## config.mk

```make
export PLATFORM = sky130hd
export DESIGN_NAME = seq_divider_flat
export DESIGN_NICKNAME = d
export VERILOG_FILES = /design/src/rtl/seq_divider_if.sv /design/src/rtl/seq_divider.sv /design/src/flat_wrapper.sv
export SDC_FILE = /design/constraint.sdc
export NUM_CORES = 1
export LEC_CHECK = 0
export ABC_AREA = 1
export CAP_MARGIN = 10
export CORE_ASPECT_RATIO = 0.75
export CORE_MARGIN = 5
export CORE_UTILIZATION = 23
export DETAILED_ROUTE_END_ITERATION = 16
export DONT_BUFFER_PORTS = 1
export PLACE_DENSITY = 0.37
export SKIP_CTS_REPAIR_TIMING = 1
export SLEW_MARGIN = 30
export SYNTH_ARGS = -nofsm -noshare
export SYNTH_HDL_FRONTEND = slang
export SYNTH_SLANG_ARGS = --single-unit
```

## constraint.sdc

```tcl
create_clock -name clk -period 1.78 [get_ports clk]
set_clock_uncertainty 0.05 [all_clocks]
set_input_delay 0.356 -clock clk [delete_from_list [all_inputs] [get_ports clk]]
set_output_delay 0.356 -clock clk [all_outputs]
set_load 0.005 [all_outputs]
```

## src/rtl/seq_divider_if.sv

```systemverilog
// Start/done handshake bundle for the sequential restoring divider.
// The master side issues operands and a start request; the slave side
// (the divider) reports busy, the done pulse and the held results.
interface seq_divider_if #(
    parameter int WIDTH = 4
);
    logic             start;
    logic [WIDTH-1:0] dividend;
    logic [WIDTH-1:0] divisor;
    logic             busy;
    logic             done;
    logic [WIDTH-1:0] quotient;
    logic [WIDTH-1:0] remainder;
    logic             div_by_zero;

    modport master (
        output start,
        output dividend,
        output divisor,
        input  busy,
        input  done,
        input  quotient,
        input  remainder,
        input  div_by_zero
    );

    modport slave (
        input  start,
        input  dividend,
        input  divisor,
        output busy,
        output done,
        output quotient,
        output remainder,
        output div_by_zero
    );
endinterface

```

## src/rtl/seq_divider.sv

```systemverilog
// Multi-cycle unsigned restoring divider.
// One trial subtraction per clock in RUN; results, done and busy are all
// registered. The result registers are loaded on the edge that leaves DONE,
// so done, quotient, remainder and div_by_zero appear together in the cycle
// after that edge, which is also the first IDLE cycle able to accept the
// next start (issue interval WIDTH+2 for a normal divide).
module seq_divider #(
    parameter int WIDTH = 4
) (
    input  logic         clk,
    input  logic         rst_n,
    seq_divider_if.slave bus
);
    localparam int CW = $clog2(WIDTH + 1);

    typedef enum logic [1:0] {
        ST_IDLE = 2'b00,
        ST_RUN  = 2'b01,
        ST_DONE = 2'b10
    } state_t;

    state_t           r_state;
    state_t           w_next_state;
    logic [CW-1:0]    r_count;
    logic [WIDTH:0]   r_rem;
    logic [WIDTH-1:0] r_q;
    logic [WIDTH-1:0] r_divisor;
    logic             r_dbz;

    logic             r_busy;
    logic             r_done;
    logic [WIDTH-1:0] r_quotient;
    logic [WIDTH-1:0] r_remainder;
    logic             r_div_by_zero;

    logic [WIDTH:0]   w_shift;
    logic [WIDTH:0]   w_trial;
    logic             w_last_iter;

    // Shift the next dividend bit into the partial remainder and try the subtraction;
    // bit WIDTH of the trial is the borrow.
    assign w_shift     = {r_rem[WIDTH-1:0], r_q[WIDTH-1]};
    assign w_trial     = w_shift - {1'b0, r_divisor};
    assign w_last_iter = (r_count == CW'(WIDTH - 1));

    // FSM state register.
    always_ff @(posedge clk or negedge rst_n) begin
        if (!rst_n) begin
            r_state <= ST_IDLE;
        end else begin
            r_state <= w_next_state;
        end
    end

    // FSM next-state logic; a zero divisor skips RUN entirely.
    always_comb begin
        w_next_state = r_state;
        case (r_state)
            ST_IDLE: begin
                if (bus.start) begin
                    if (bus.divisor == '0) begin
                        w_next_state = ST_DONE;
                    end else begin
                        w_next_state = ST_RUN;
                    end
                end else begin
                    w_next_state = ST_IDLE;
                end
            end
            ST_RUN: begin
                if (w_last_iter) begin
                    w_next_state = ST_DONE;
                end else begin
                    w_next_state = ST_RUN;
                end
            end
            ST_DONE: begin
                w_next_state = ST_IDLE;
            end
            default: begin
                w_next_state = ST_IDLE;
            end
        endcase
    end

    // Operand capture in IDLE and one restoring iteration per RUN cycle.
    always_ff @(posedge clk or negedge rst_n) begin
        if (!rst_n) begin
            r_count   <= '0;
            r_rem     <= '0;
            r_q       <= '0;
            r_divisor <= '0;
            r_dbz     <= 1'b0;
        end else begin
            case (r_state)
                ST_IDLE: begin
                    if (bus.start) begin
                        r_count   <= '0;
                        r_rem     <= '0;
                        r_q       <= bus.dividend;
                        r_divisor <= bus.divisor;
                        r_dbz     <= (bus.divisor == '0);
                    end
                end
                ST_RUN: begin
                    if (!w_trial[WIDTH]) begin
                        r_rem <= w_trial;
                        r_q   <= {r_q[WIDTH-2:0], 1'b1};
                    end else begin
                        r_rem <= w_shift;
                        r_q   <= {r_q[WIDTH-2:0], 1'b0};
                    end
                    r_count <= r_count + CW'(1);
                end
                default: begin
                    r_count <= r_count;
                end
            endcase
        end
    end

    // Registered handshake outputs and result capture as DONE is left.
    always_ff @(posedge clk or negedge rst_n) begin
        if (!rst_n) begin
            r_busy        <= 1'b0;
            r_done        <= 1'b0;
            r_quotient    <= '0;
            r_remainder   <= '0;
            r_div_by_zero <= 1'b0;
        end else begin
            r_busy <= (w_next_state != ST_IDLE);
            r_done <= (r_state == ST_DONE);
            if (r_state == ST_DONE) begin
                if (r_dbz) begin
                    // Q still holds the captured dividend on the zero-divisor path.
                    r_quotient  <= '1;
                    r_remainder <= r_q;
                end else begin
                    r_quotient  <= r_q;
                    r_remainder <= r_rem[WIDTH-1:0];
                end
                r_div_by_zero <= r_dbz;
            end else begin
                r_quotient    <= r_quotient;
                r_remainder   <= r_remainder;
                r_div_by_zero <= r_div_by_zero;
            end
        end
    end

    assign bus.busy        = r_busy;
    assign bus.done        = r_done;
    assign bus.quotient    = r_quotient;
    assign bus.remainder   = r_remainder;
    assign bus.div_by_zero = r_div_by_zero;
endmodule

```

## src/flat_wrapper.sv

```systemverilog
// flat-port wrapper written by rule: the top's interface ports become plain ports
module seq_divider_flat 
#(
    parameter int WIDTH = 4
)
  (clk, rst_n, bus_start, bus_dividend, bus_divisor, bus_busy, bus_done, bus_quotient, bus_remainder, bus_div_by_zero);
  seq_divider_if #(.WIDTH(WIDTH)) bus_i ();
  input  logic clk;
  input  logic rst_n;
  input wire logic [$bits(bus_i.start)-1:0] bus_start;
  input wire logic [$bits(bus_i.dividend)-1:0] bus_dividend;
  input wire logic [$bits(bus_i.divisor)-1:0] bus_divisor;
  output wire logic [$bits(bus_i.busy)-1:0] bus_busy;
  output wire logic [$bits(bus_i.done)-1:0] bus_done;
  output wire logic [$bits(bus_i.quotient)-1:0] bus_quotient;
  output wire logic [$bits(bus_i.remainder)-1:0] bus_remainder;
  output wire logic [$bits(bus_i.div_by_zero)-1:0] bus_div_by_zero;
  assign bus_i.start = bus_start;
  assign bus_i.dividend = bus_dividend;
  assign bus_i.divisor = bus_divisor;
  assign bus_busy = bus_i.busy;
  assign bus_done = bus_i.done;
  assign bus_quotient = bus_i.quotient;
  assign bus_remainder = bus_i.remainder;
  assign bus_div_by_zero = bus_i.div_by_zero;
  seq_divider #(.WIDTH(WIDTH)) u_core (.clk(clk), .rst_n(rst_n), .bus(bus_i));
endmodule
```

==> results.toml, run 1 <==
[outcome]
run_status = "finished clean"

[timing]
least_margin_pin_slew_ns = 0.259
min_period_over_period_pct = 92.9
max_freq_mhz = 605
timing.final.setup_violations = 0
finalHoldWorstSlack_ns = 0.157
post_layout_min_period_ns = 1.65
fin_tns_setup_ns = 0
timing.max_slew.rel_slack_pct = 82.7
timing.final.hold_violations = 0
maxSlewViolCount = 0

[hold_path]
worstHoldPathType = "input port to flip-flop"
timing.hold.worst_path_depth = 2
hold_end = "u_core.r_divisor[2]"
holdCritStartpoint = "bus_divisor[2]"

[grt]
vias_in_the_first_global_route = 1037
antenna_violations_before_repair = 0
global_route.usage.total_pct = 8.86
maximum_number_of_pins_on_one_net_before_global_route_repair = 30
gr-total-overflow = 0
grt_first_pass_wirelength_mm = 5.40

[synth]
syn-cell-area_um2 = 1430
ys_ff_latch = 29
synth_sequential_area_ratio_pct = 50.8
synthesis.instances = 160
avgSynthCellArea_um2 = 8.92
synth_nets = 178
synthDistinctLibCells = 27
yosys_warnings = 0

[route]
vias_per_cell = 4.20
detail_route.wl_per_cell_um = 13.3
first_iter_violations = 73
via_count = 1054
drt-pass1-iter-count = 4
drt_wl_total_mm = 3.34
drc_errors = 0
drtAntennaViolNets = 0

[floorplan]
fp.dieW_um = 101
placeableCoreArea_um2 = 5920
top_level_pins = 22
die-area_um2 = 7900
placementRows = 24
initial_utilization_pct = 24.1
dieHeight_um = 78.2

[placement]
io_buffers = 0
dpl.hpwl_mm = 2.62
gpl.final_weighted_congestion = 0.833

[worst_setup_path]
critical_path_peak_fanout = 5
r2r_cells = 10
cp_max_stage_cell = "sky130_fd_sc_hd__dfrtp_1"
crit_chain = "ha_2, fa_2, inv_2, nand2_1, nand2_2, nand3_4, nand2_4, nand2_1, nand3_1, nand2_1"
worstSetupPathType = "flip-flop to flip-flop"
critical-path-max-stage-delay_ns = 0.39
crit-reg2reg-capture = "u_core.r_rem[2]"
crit_path_arrival_time_ns = 1.77
worst_setup_path_end_kind = "flip-flop"
worst-r2r-setup-slack_ns = 0.13
regToRegStartpoint = "u_core.r_divisor[0]"
crit_path_frequent_cell = "sky130_fd_sc_hd__nand2_1"
timing.critical_path.required_ns = 1.89
cp-start-kind = "flip-flop"

[clock_tree]
cts_tree = "done"
clock_path_buffers = 2
cts_root_buf = "sky130_fd_sc_hd__clkbuf_8"
clk_pin_slew_ns = 0.06
cts-buffers-inserted = 5
worst_skew_pair.late_latency_ns = 0.27
tritoncts_num_sinks = 29
htree_levels = 2

[flow_run]
cap_violations = 0

[layout]
nets = 190
final_cell_mix = "33 x sky130_fd_sc_hd__nand2_1, 29 x sky130_fd_sc_hd__dfrtp_1, 16 x sky130_fd_sc_hd__inv_1"
area_growth_pct = 19.5
layout.cells.most_common = "sky130_fd_sc_hd__nand2_1"
diodes = 0
finished_core_util_pct = 28.8
drive_gt1_share_pct = 17.9

[power]
total_power_mw = 3.50
cellPowerDensity_nw_per_um2 = 2050
static-leakage-power_nw = 0.820
ir_worst_vdd_mv = 0.435
kinds of logic after synthesis:
family                   Yosys count  share of synthesized area [%]
AND/OR/NAND/NOR                   72                           24.2
flip-flops                        29                           50.8
AO/OA/AOI/OAI                     27                           10.6
buffers and inverters             24                           7.10
adder cells (fa/ha/maj)            7                           6.66
XOR/XNOR                           1                          0.614
metal layers:
metal / part of all wire, % / GRT usage [%]
met5: 0 / 0
met4: 0.18 / 1.99
met3: 8.8 / 3.99
met2: 43 / 12.1
met1: 48 / 12.8
through the flow:
step,instances,setup WS (ns),instance area (um2)
finish,251,0.127,1710
global route,251,-0.00530,1710
CTS,249,-0.0161,1660
detailed placement,241,0.00522,1540
global placement,241,0.0322,1540
floorplan,160,0.0879,1430
worst max-delay path by stage:
stage                   startpoint         endpoint  slack, ns  cells past startpoint
6_report       u_core.r_divisor[0]  u_core.r_rem[2]       0.13                     10
5_1_grt              u_core.r_q[3]  u_core.r_rem[3]     -0.005                     11
4_1_cts        u_core.r_divisor[0]  u_core.r_rem[2]      -0.02                     10
3_5_place_dp   u_core.r_divisor[0]  u_core.r_rem[1]      0.005                     10
3_3_place_gp   u_core.r_divisor[0]  u_core.r_rem[2]       0.03                     10
2_1_floorplan        u_core.r_q[3]  u_core.r_rem[3]       0.09                     11
sequential cells by signal (all words and copies together), names as in the netlist:
register	cells
u_core.bus.busy	1
u_core.bus.div_by_zero	1
u_core.r_dbz	1
u_core.r_state	2
u_core.bus.remainder	4
u_core.r_rem	4
u_core.r_count	3
u_core.r_divisor	4
u_core.r_q	4
u_core.bus.done	1
u_core.bus.quotient	4
where the power goes:
group	internal, mW	total [mW]	switching [mW]
combinational	0.643	1.59	0.946
sequential	0.965	1.22	0.251
clock	0.456	0.691	0.236
cell usage after synthesis:
library cell	count	area, um2
sky130_fd_sc_hd__nand2_1	34	128
sky130_fd_sc_hd__dfrtp_1	29	726
sky130_fd_sc_hd__inv_1	17	63.8
sky130_fd_sc_hd__nor2_1	14	52.6
sky130_fd_sc_hd__o21ai_0	10	50.1
sky130_fd_sc_hd__nand3_1	9	45.0
sky130_fd_sc_hd__ha_1	6	75.1
sky130_fd_sc_hd__inv_2	5	18.8
sky130_fd_sc_hd__o21ai_1	5	25.0
sky130_fd_sc_hd__o22ai_1	5	31.3
sky130_fd_sc_hd__a21oi_1	4	20.0
sky130_fd_sc_hd__nand2_4	3	33.8
sky130_fd_sc_hd__nor3_1	3	15.0
sky130_fd_sc_hd__nand3_2	2	20.0
sky130_fd_sc_hd__nand3b_1	2	15.0
sky130_fd_sc_hd__a21oi_2	1	8.76
sky130_fd_sc_hd__a22o_1	1	8.76
sky130_fd_sc_hd__buf_4	1	7.51
sky130_fd_sc_hd__buf_6	1	11.3
sky130_fd_sc_hd__fa_1	1	20.0
sky130_fd_sc_hd__nand2_2	1	6.26
sky130_fd_sc_hd__nand4_1	1	6.26
sky130_fd_sc_hd__nor2_2	1	6.26
sky130_fd_sc_hd__nor2_4	1	11.3
sky130_fd_sc_hd__o211ai_1	1	7.51
sky130_fd_sc_hd__or2_1	1	6.26
sky130_fd_sc_hd__xor2_1	1	8.76
layout make-up:
| type | instances | area, um2 |
|---|---|---|
| Fill cell | 632 | 4210 |
| Sequential cell | 29 | 726 |
| Multi-Input combinational cell | 107 | 616 |
| Tap cell | 78 | 97.6 |
| Clock buffer | 7 | 86.3 |
| Inverter | 22 | 82.6 |
| Timing Repair Buffer | 7 | 67.6 |
| Clock inverter | 1 | 30.0 |
critical path, delay by kind of cell (launching register included):
family	cells	cell delay, ns
buf+inv	1	0.06
fa+ha+maj	2	0.55
simple gates	7	0.49
flops	1	0.39
No activity file was read; power rests on OpenSTA's default activity.
==> run 2, diff against run 1 <==
--- a/config.mk
+++ b/config.mk
@@ -9,10 +9,10 @@
 export CAP_MARGIN = 10
 export CORE_ASPECT_RATIO = 0.75
 export CORE_MARGIN = 5
-export CORE_UTILIZATION = 23
+export CORE_UTILIZATION = 45
 export DETAILED_ROUTE_END_ITERATION = 16
 export DONT_BUFFER_PORTS = 1
-export PLACE_DENSITY = 0.37
+export PLACE_DENSITY = 0.62
 export SKIP_CTS_REPAIR_TIMING = 1
 export SLEW_MARGIN = 30
 export SYNTH_ARGS = -nofsm -noshare
==> run 2 against run 1 <==
  * Global-route usage up 6.5 points
  * Sequential power about the same
  * Critical endpoint is now u_core.r_rem[3]
  * Non-clock buffer count unchanged
  * Largest cell class unchanged
  * Highest routed layer unchanged
  * Hold slack better by 0.0020 ns
==> results.toml, run 2 (same netlist as run 1, synthesis figures left out) <==
[timing]
min_period_over_period_pct = 95.2
timing.final.setup_violations = 0
timing.max_slew.rel_slack_pct = 83.7
max_freq_mhz = 590
least_margin_pin_slew_ns = 0.245
fin_tns_setup_ns = 0
finalHoldWorstSlack_ns = 0.159
timing.final.hold_violations = 0
post_layout_min_period_ns = 1.69
maxSlewViolCount = 0

[clock_tree]
clk_pin_slew_ns = 0.06
cts_root_buf = "sky130_fd_sc_hd__clkbuf_8"
worst_skew_pair.late_latency_ns = 0.28
cts_tree = "done"
htree_levels = 2
tritoncts_num_sinks = 29
clock_path_buffers = 2
cts-buffers-inserted = 5

[worst_setup_path]
worst_setup_path_end_kind = "flip-flop"
crit_path_frequent_cell = "sky130_fd_sc_hd__nand2_1"
crit_chain = "inv_1, ha_4, fa_2, inv_1, nand2_1, nand2_2, nand3_4, nand2_4, nand2_1, nand3_1, nand2_1"
crit_path_arrival_time_ns = 1.81
cp_max_stage_cell = "sky130_fd_sc_hd__fa_2"
critical-path-max-stage-delay_ns = 0.35
worst-r2r-setup-slack_ns = 0.09
worstSetupPathType = "flip-flop to flip-flop"
critical_path_peak_fanout = 5
timing.critical_path.required_ns = 1.90
timing.critical_path.buf_inv = 2
cp-start-kind = "flip-flop"
critical_path_s_top_delay_family = "adder cells"

[floorplan]
die-area_um2 = 4410
top_level_pins = 22
placementRows = 17
placeableCoreArea_um2 = 3000
initial_utilization_pct = 47.6
dieHeight_um = 58.8
fp.dieW_um = 75.0

[power]
static-leakage-power_nw = 0.822
power.sequential.fraction_pct = 34.7
cellPowerDensity_nw_per_um2 = 2100
power.share.clock_pct = 20.0
netSwitchingFraction_pct = 40.8
ir_worst_vdd_mv = 0.870
net-switching-power_mw = 1.43
pwr-share-comb_pct = 45.3
cell_internal_power_dissipation_mw = 2.06

[placement]
dpl.hpwl_mm = 2.18
io_buffers = 0
gpl.final_weighted_congestion = 0.868

[grt]
gr-total-overflow = 0
grt_first_pass_wirelength_mm = 5.05
global_route.usage.total_pct = 15.3
vias_in_the_first_global_route = 1120
antenna_violations_before_repair = 0
maximum_number_of_pins_on_one_net_before_global_route_repair = 30

[route]
first_iter_violations = 37
detail_route.wl_per_cell_um = 14.0
via_count = 1097
vias_per_cell = 5.20
drt_wl_total_mm = 2.95
drtAntennaViolNets = 0
drt-pass1-iter-count = 4
drc_errors = 0

[layout]
area_growth_pct = 16.7
nets = 190
diodes = 0
drive_gt1_share_pct = 17.3
final_cell_mix = "33 x sky130_fd_sc_hd__nand2_1, 29 x sky130_fd_sc_hd__dfrtp_1, 17 x sky130_fd_sc_hd__inv_1"
layout.cells.most_common = "sky130_fd_sc_hd__nand2_1"

[flow_run]
cap_violations = 0

[outcome]
run_status = "finished clean"

[hold_path]
worstHoldPathType = "input port to flip-flop"
-- run 2: cell counts in the layout (fill, tap and decap cells not counted) --
No cell type changed its count.
-- run 2: final timing paths --
check | start | endpoint | cells after the start
min in group asynchronous | rst_n | u_core.bus.remainder[2] | 2
worst min-delay path | bus_divisor[2] | u_core.r_divisor[2] | 2
worst min register to register | u_core.r_count[0] | u_core.r_count[0] | 1
max in group asynchronous | rst_n | u_core.r_divisor[3] | 2
worst max-delay path | u_core.r_q[3] | u_core.r_rem[3] | 11
worst max register to register | u_core.r_q[3] | u_core.r_rem[3] | 11
-- run 2: area by class of cell --
class / instances / area, um2
timing repair buffer: 7 / 67.6
sequential: 29 / 726
clock inverter: 1 / 30.0
clock buffer: 7 / 86.3
multi-input combinational: 107 / 626
tap: 38 / 47.5
fill: 267 / 1330
inverter: 22 / 82.6
-- run 2: power groups by stage --
| stage | Clock, mW | Combinational [mW] | Sequential [mW] |
|---|---|---|---|
| CTS | 0.710 | 1.48 | 1.21 |
| global placement | 0 | 1.43 | 1.21 |
| floorplan | 0 | 1.20 | 1.16 |
| global route | 0.742 | 1.84 | 1.25 |
| finish | 0.697 | 1.58 | 1.21 |
| detailed placement | 0 | 1.47 | 1.22 |
-- run 2: per-stage QoR --
stage               utilization [%]  setup WS, ns  power (mW)  std cells  instance area, um2
floorplan                         -        0.0879        2.35        160                1430
global placement               49.6        0.0241        2.64        200                1490
detailed placement             49.6      -0.00855        2.69        200                1490
CTS                            53.4       -0.0169        3.41        208                1600
global route                   55.5       -0.0231        3.84        211                1670
finish                         55.5        0.0863        3.49        211                1670
-- run 2: worst reg2reg max path, stage by stage, from the launching register on --
cell                      delay [ns]
sky130_fd_sc_hd__dfrtp_1        0.34
sky130_fd_sc_hd__inv_1          0.08
sky130_fd_sc_hd__ha_4           0.17
sky130_fd_sc_hd__fa_2           0.35
sky130_fd_sc_hd__inv_1          0.07
sky130_fd_sc_hd__nand2_1        0.07
sky130_fd_sc_hd__nand2_2        0.08
sky130_fd_sc_hd__nand3_4        0.10
sky130_fd_sc_hd__nand2_4        0.09
sky130_fd_sc_hd__nand2_1        0.06
sky130_fd_sc_hd__nand3_1        0.07
sky130_fd_sc_hd__nand2_1        0.05
-- run 2: metal layers --
layer | part of all wire (%) | up-vias | track usage, % | wire length, um
met2 | 45 | 28 | 22.2 | 1320
li1 | - | 548 | - | -
met5 | 0 | - | 0 | 0
met3 | 7.1 | 7 | 5.29 | 210
met1 | 46 | 514 | 20.5 | 1360
met4 | 1.9 | 0 | 7.11 | 56
==> run 3, diff against run 2 <==
--- a/config.mk
+++ b/config.mk
@@ -10,6 +10,7 @@
 export CORE_ASPECT_RATIO = 0.75
 export CORE_MARGIN = 5
 export CORE_UTILIZATION = 45
+export CTS_BUF_LIST = sky130_fd_sc_hd__clkbuf_8
 export DETAILED_ROUTE_END_ITERATION = 16
 export DONT_BUFFER_PORTS = 1
 export PLACE_DENSITY = 0.62
==> run 3 against run 2 <==
  * Non-clock buffer count unchanged
  * Via count rose by 0.18%
  * Die area is the same
  * Clock power barely moved
  * Sequential share of layout area did not move
  * Sequential power is essentially flat
  * Final cell count unchanged
  * Fmax stayed put
  * Hold slack barely moved
==> results.toml, run 3 (same netlist as run 1, synthesis figures left out) <==
[floorplan]
placeableCoreArea_um2 = 3000
die-area_um2 = 4410
dieHeight_um = 58.8
fp.dieW_um = 75.0
placementRows = 17
initial_utilization_pct = 47.6
top_level_pins = 22

[layout]
final_cell_mix = "33 x sky130_fd_sc_hd__nand2_1, 29 x sky130_fd_sc_hd__dfrtp_1, 18 x sky130_fd_sc_hd__inv_1"
fillerInstances = 267
finished_core_util_pct = 55.5
area_occupied_by_multi_input_gates_um2 = 626
diodes = 0
layout.cells.most_common = "sky130_fd_sc_hd__nand2_1"
final_cells = 211
drive_gt1_share_pct = 17.3
nets = 190
area_growth_pct = 16.7
flip_flop_and_latch_area_um2 = 726

[timing]
maxSlewViolCount = 0
least_margin_pin_slew_ns = 0.245
post_layout_min_period_ns = 1.69
timing.final.hold_violations = 0
max_freq_mhz = 590
fin_tns_setup_ns = 0
timing.max_slew.rel_slack_pct = 83.7
min_period_over_period_pct = 95.2
timing.final.setup_violations = 0

[power]
net-switching-power_mw = 1.43
ir_worst_vdd_mv = 0.871
netSwitchingFraction_pct = 41.0
pwr-share-comb_pct = 45.4
static-leakage-power_nw = 0.826
cell_internal_power_dissipation_mw = 2.06
power.sequential.fraction_pct = 34.7
cellPowerDensity_nw_per_um2 = 2090
power.share.clock_pct = 19.9

[flow_run]
cap_violations = 0

[outcome]
run_status = "finished clean"

[clock_tree]
cts_tree = "done"
clock_path_buffers = 2
cts_root_buf = "sky130_fd_sc_hd__clkbuf_8"
clk_pin_slew_ns = 0.06
worst_skew_pair.late_latency_ns = 0.28
tritoncts_num_sinks = 29
htree_levels = 2
cts-buffers-inserted = 5

[grt]
maximum_number_of_pins_on_one_net_before_global_route_repair = 30
gr-total-overflow = 0
grt_first_pass_wirelength_mm = 5.05
global_route.usage.total_pct = 15.3
vias_in_the_first_global_route = 1120
antenna_violations_before_repair = 0

[worst_setup_path]
crit-reg2reg-capture = "u_core.r_rem[3]"
crit_path_arrival_time_ns = 1.81
r2r_cells = 11
regToRegStartpoint = "u_core.r_q[3]"
worst_setup_path_end_kind = "flip-flop"
worstSetupPathType = "flip-flop to flip-flop"
critical_path_peak_fanout = 5
timing.critical_path.required_ns = 1.90
cp-start-kind = "flip-flop"
worst-r2r-setup-slack_ns = 0.09

[route]
drtAntennaViolNets = 0
drt_wl_total_mm = 2.95
vias_per_cell = 5.21
drt-pass1-iter-count = 4
detail_route.wl_per_cell_um = 14.0
via_count = 1099
first_iter_violations = 37
drc_errors = 0

[hold_path]
timing.hold.worst_path_depth = 2
worstHoldPathType = "input port to flip-flop"
holdCritStartpoint = "bus_divisor[2]"
hold_end = "u_core.r_divisor[2]"

[placement]
dpl.hpwl_mm = 2.18
gpl.final_weighted_congestion = 0.868
io_buffers = 0
placed_cells_incl_taps = 200
==> run 3: cell count changes in the layout (fill, tap and decap cells not counted), sizes merged <==
cell	previous run	this run
clkbuf	7	6
inv	22	23
==> run 3: layer usage <==
metal / wire length, um / part of all wire (%) / track usage [%]
met4: 56 / 1.9 / 7.11
met2: 1310 / 45 / 22.2
met1: 1370 / 46 / 20.5
met5: 0 / 0 / 0
met3: 210 / 7.1 / 5.29
==> run 3: cell type report <==
| type | count | share of cell area (%) |
|---|---|---|
| Clock buffer | 6 | 4.96 |
| Clock inverter | 2 | 2.03 |
| Inverter | 22 | 4.96 |
| Multi-Input combinational cell | 107 | 37.6 |
| Sequential cell | 29 | 43.6 |
| Tap cell | 38 | 2.85 |
| Timing Repair Buffer | 7 | 4.06 |
==> run 3: worst max-delay path by stage <==
| stage | cells after the start | to | slack (ns) | start |
|---|---|---|---|---|
| floorplan | 11 | u_core.r_rem[3] | 0.09 | u_core.r_q[3] |
| CTS | 10 | u_core.r_rem[0] | -0.02 | u_core.r_divisor[0] |
| global route | 11 | u_core.r_rem[0] | -0.02 | u_core.r_q[3] |
| finish | 11 | u_core.r_rem[3] | 0.09 | u_core.r_q[3] |
| detailed placement | 10 | u_core.r_rem[0] | -0.009 | u_core.r_divisor[0] |
| global placement | 10 | u_core.r_rem[0] | 0.02 | u_core.r_divisor[0] |
==> run 3: metrics by stage <==
step / worst slack (ns) / total power, mW / area, um2 / hold slack, ns
after floorplan: 0.0879 / 2.35 / 1430 / 0.0104
after global placement: 0.0241 / 2.64 / 1490 / 0.0113
after detailed placement: -0.00855 / 2.69 / 1490 / 0.0111
after CTS: -0.0169 / 3.40 / 1600 / -0.296
after global routing: -0.0231 / 3.83 / 1670 / 0.155
final: 0.0863 / 3.49 / 1670 / 0.159
==> run 3: power by group through the flow <==
stage | Clock [mW] | Combinational (mW) | Sequential (mW)
2_1_floorplan | 0 | 1.20 | 1.16
3_3_place_gp | 0 | 1.43 | 1.21
3_5_place_dp | 0 | 1.47 | 1.22
4_1_cts | 0.706 | 1.48 | 1.21
5_1_grt | 0.736 | 1.84 | 1.25
6_report | 0.694 | 1.58 | 1.21
==> run 3: worst max-delay path, stage by stage (launching register included) <==
cell                      delay (ns)
sky130_fd_sc_hd__dfrtp_1        0.34
sky130_fd_sc_hd__inv_1          0.08
sky130_fd_sc_hd__ha_4           0.17
sky130_fd_sc_hd__fa_2           0.35
sky130_fd_sc_hd__inv_1          0.07
sky130_fd_sc_hd__nand2_1        0.07
sky130_fd_sc_hd__nand2_2        0.08
sky130_fd_sc_hd__nand3_4        0.10
sky130_fd_sc_hd__nand2_4        0.09
sky130_fd_sc_hd__nand2_1        0.06
sky130_fd_sc_hd__nand3_1        0.07
sky130_fd_sc_hd__nand2_1        0.05
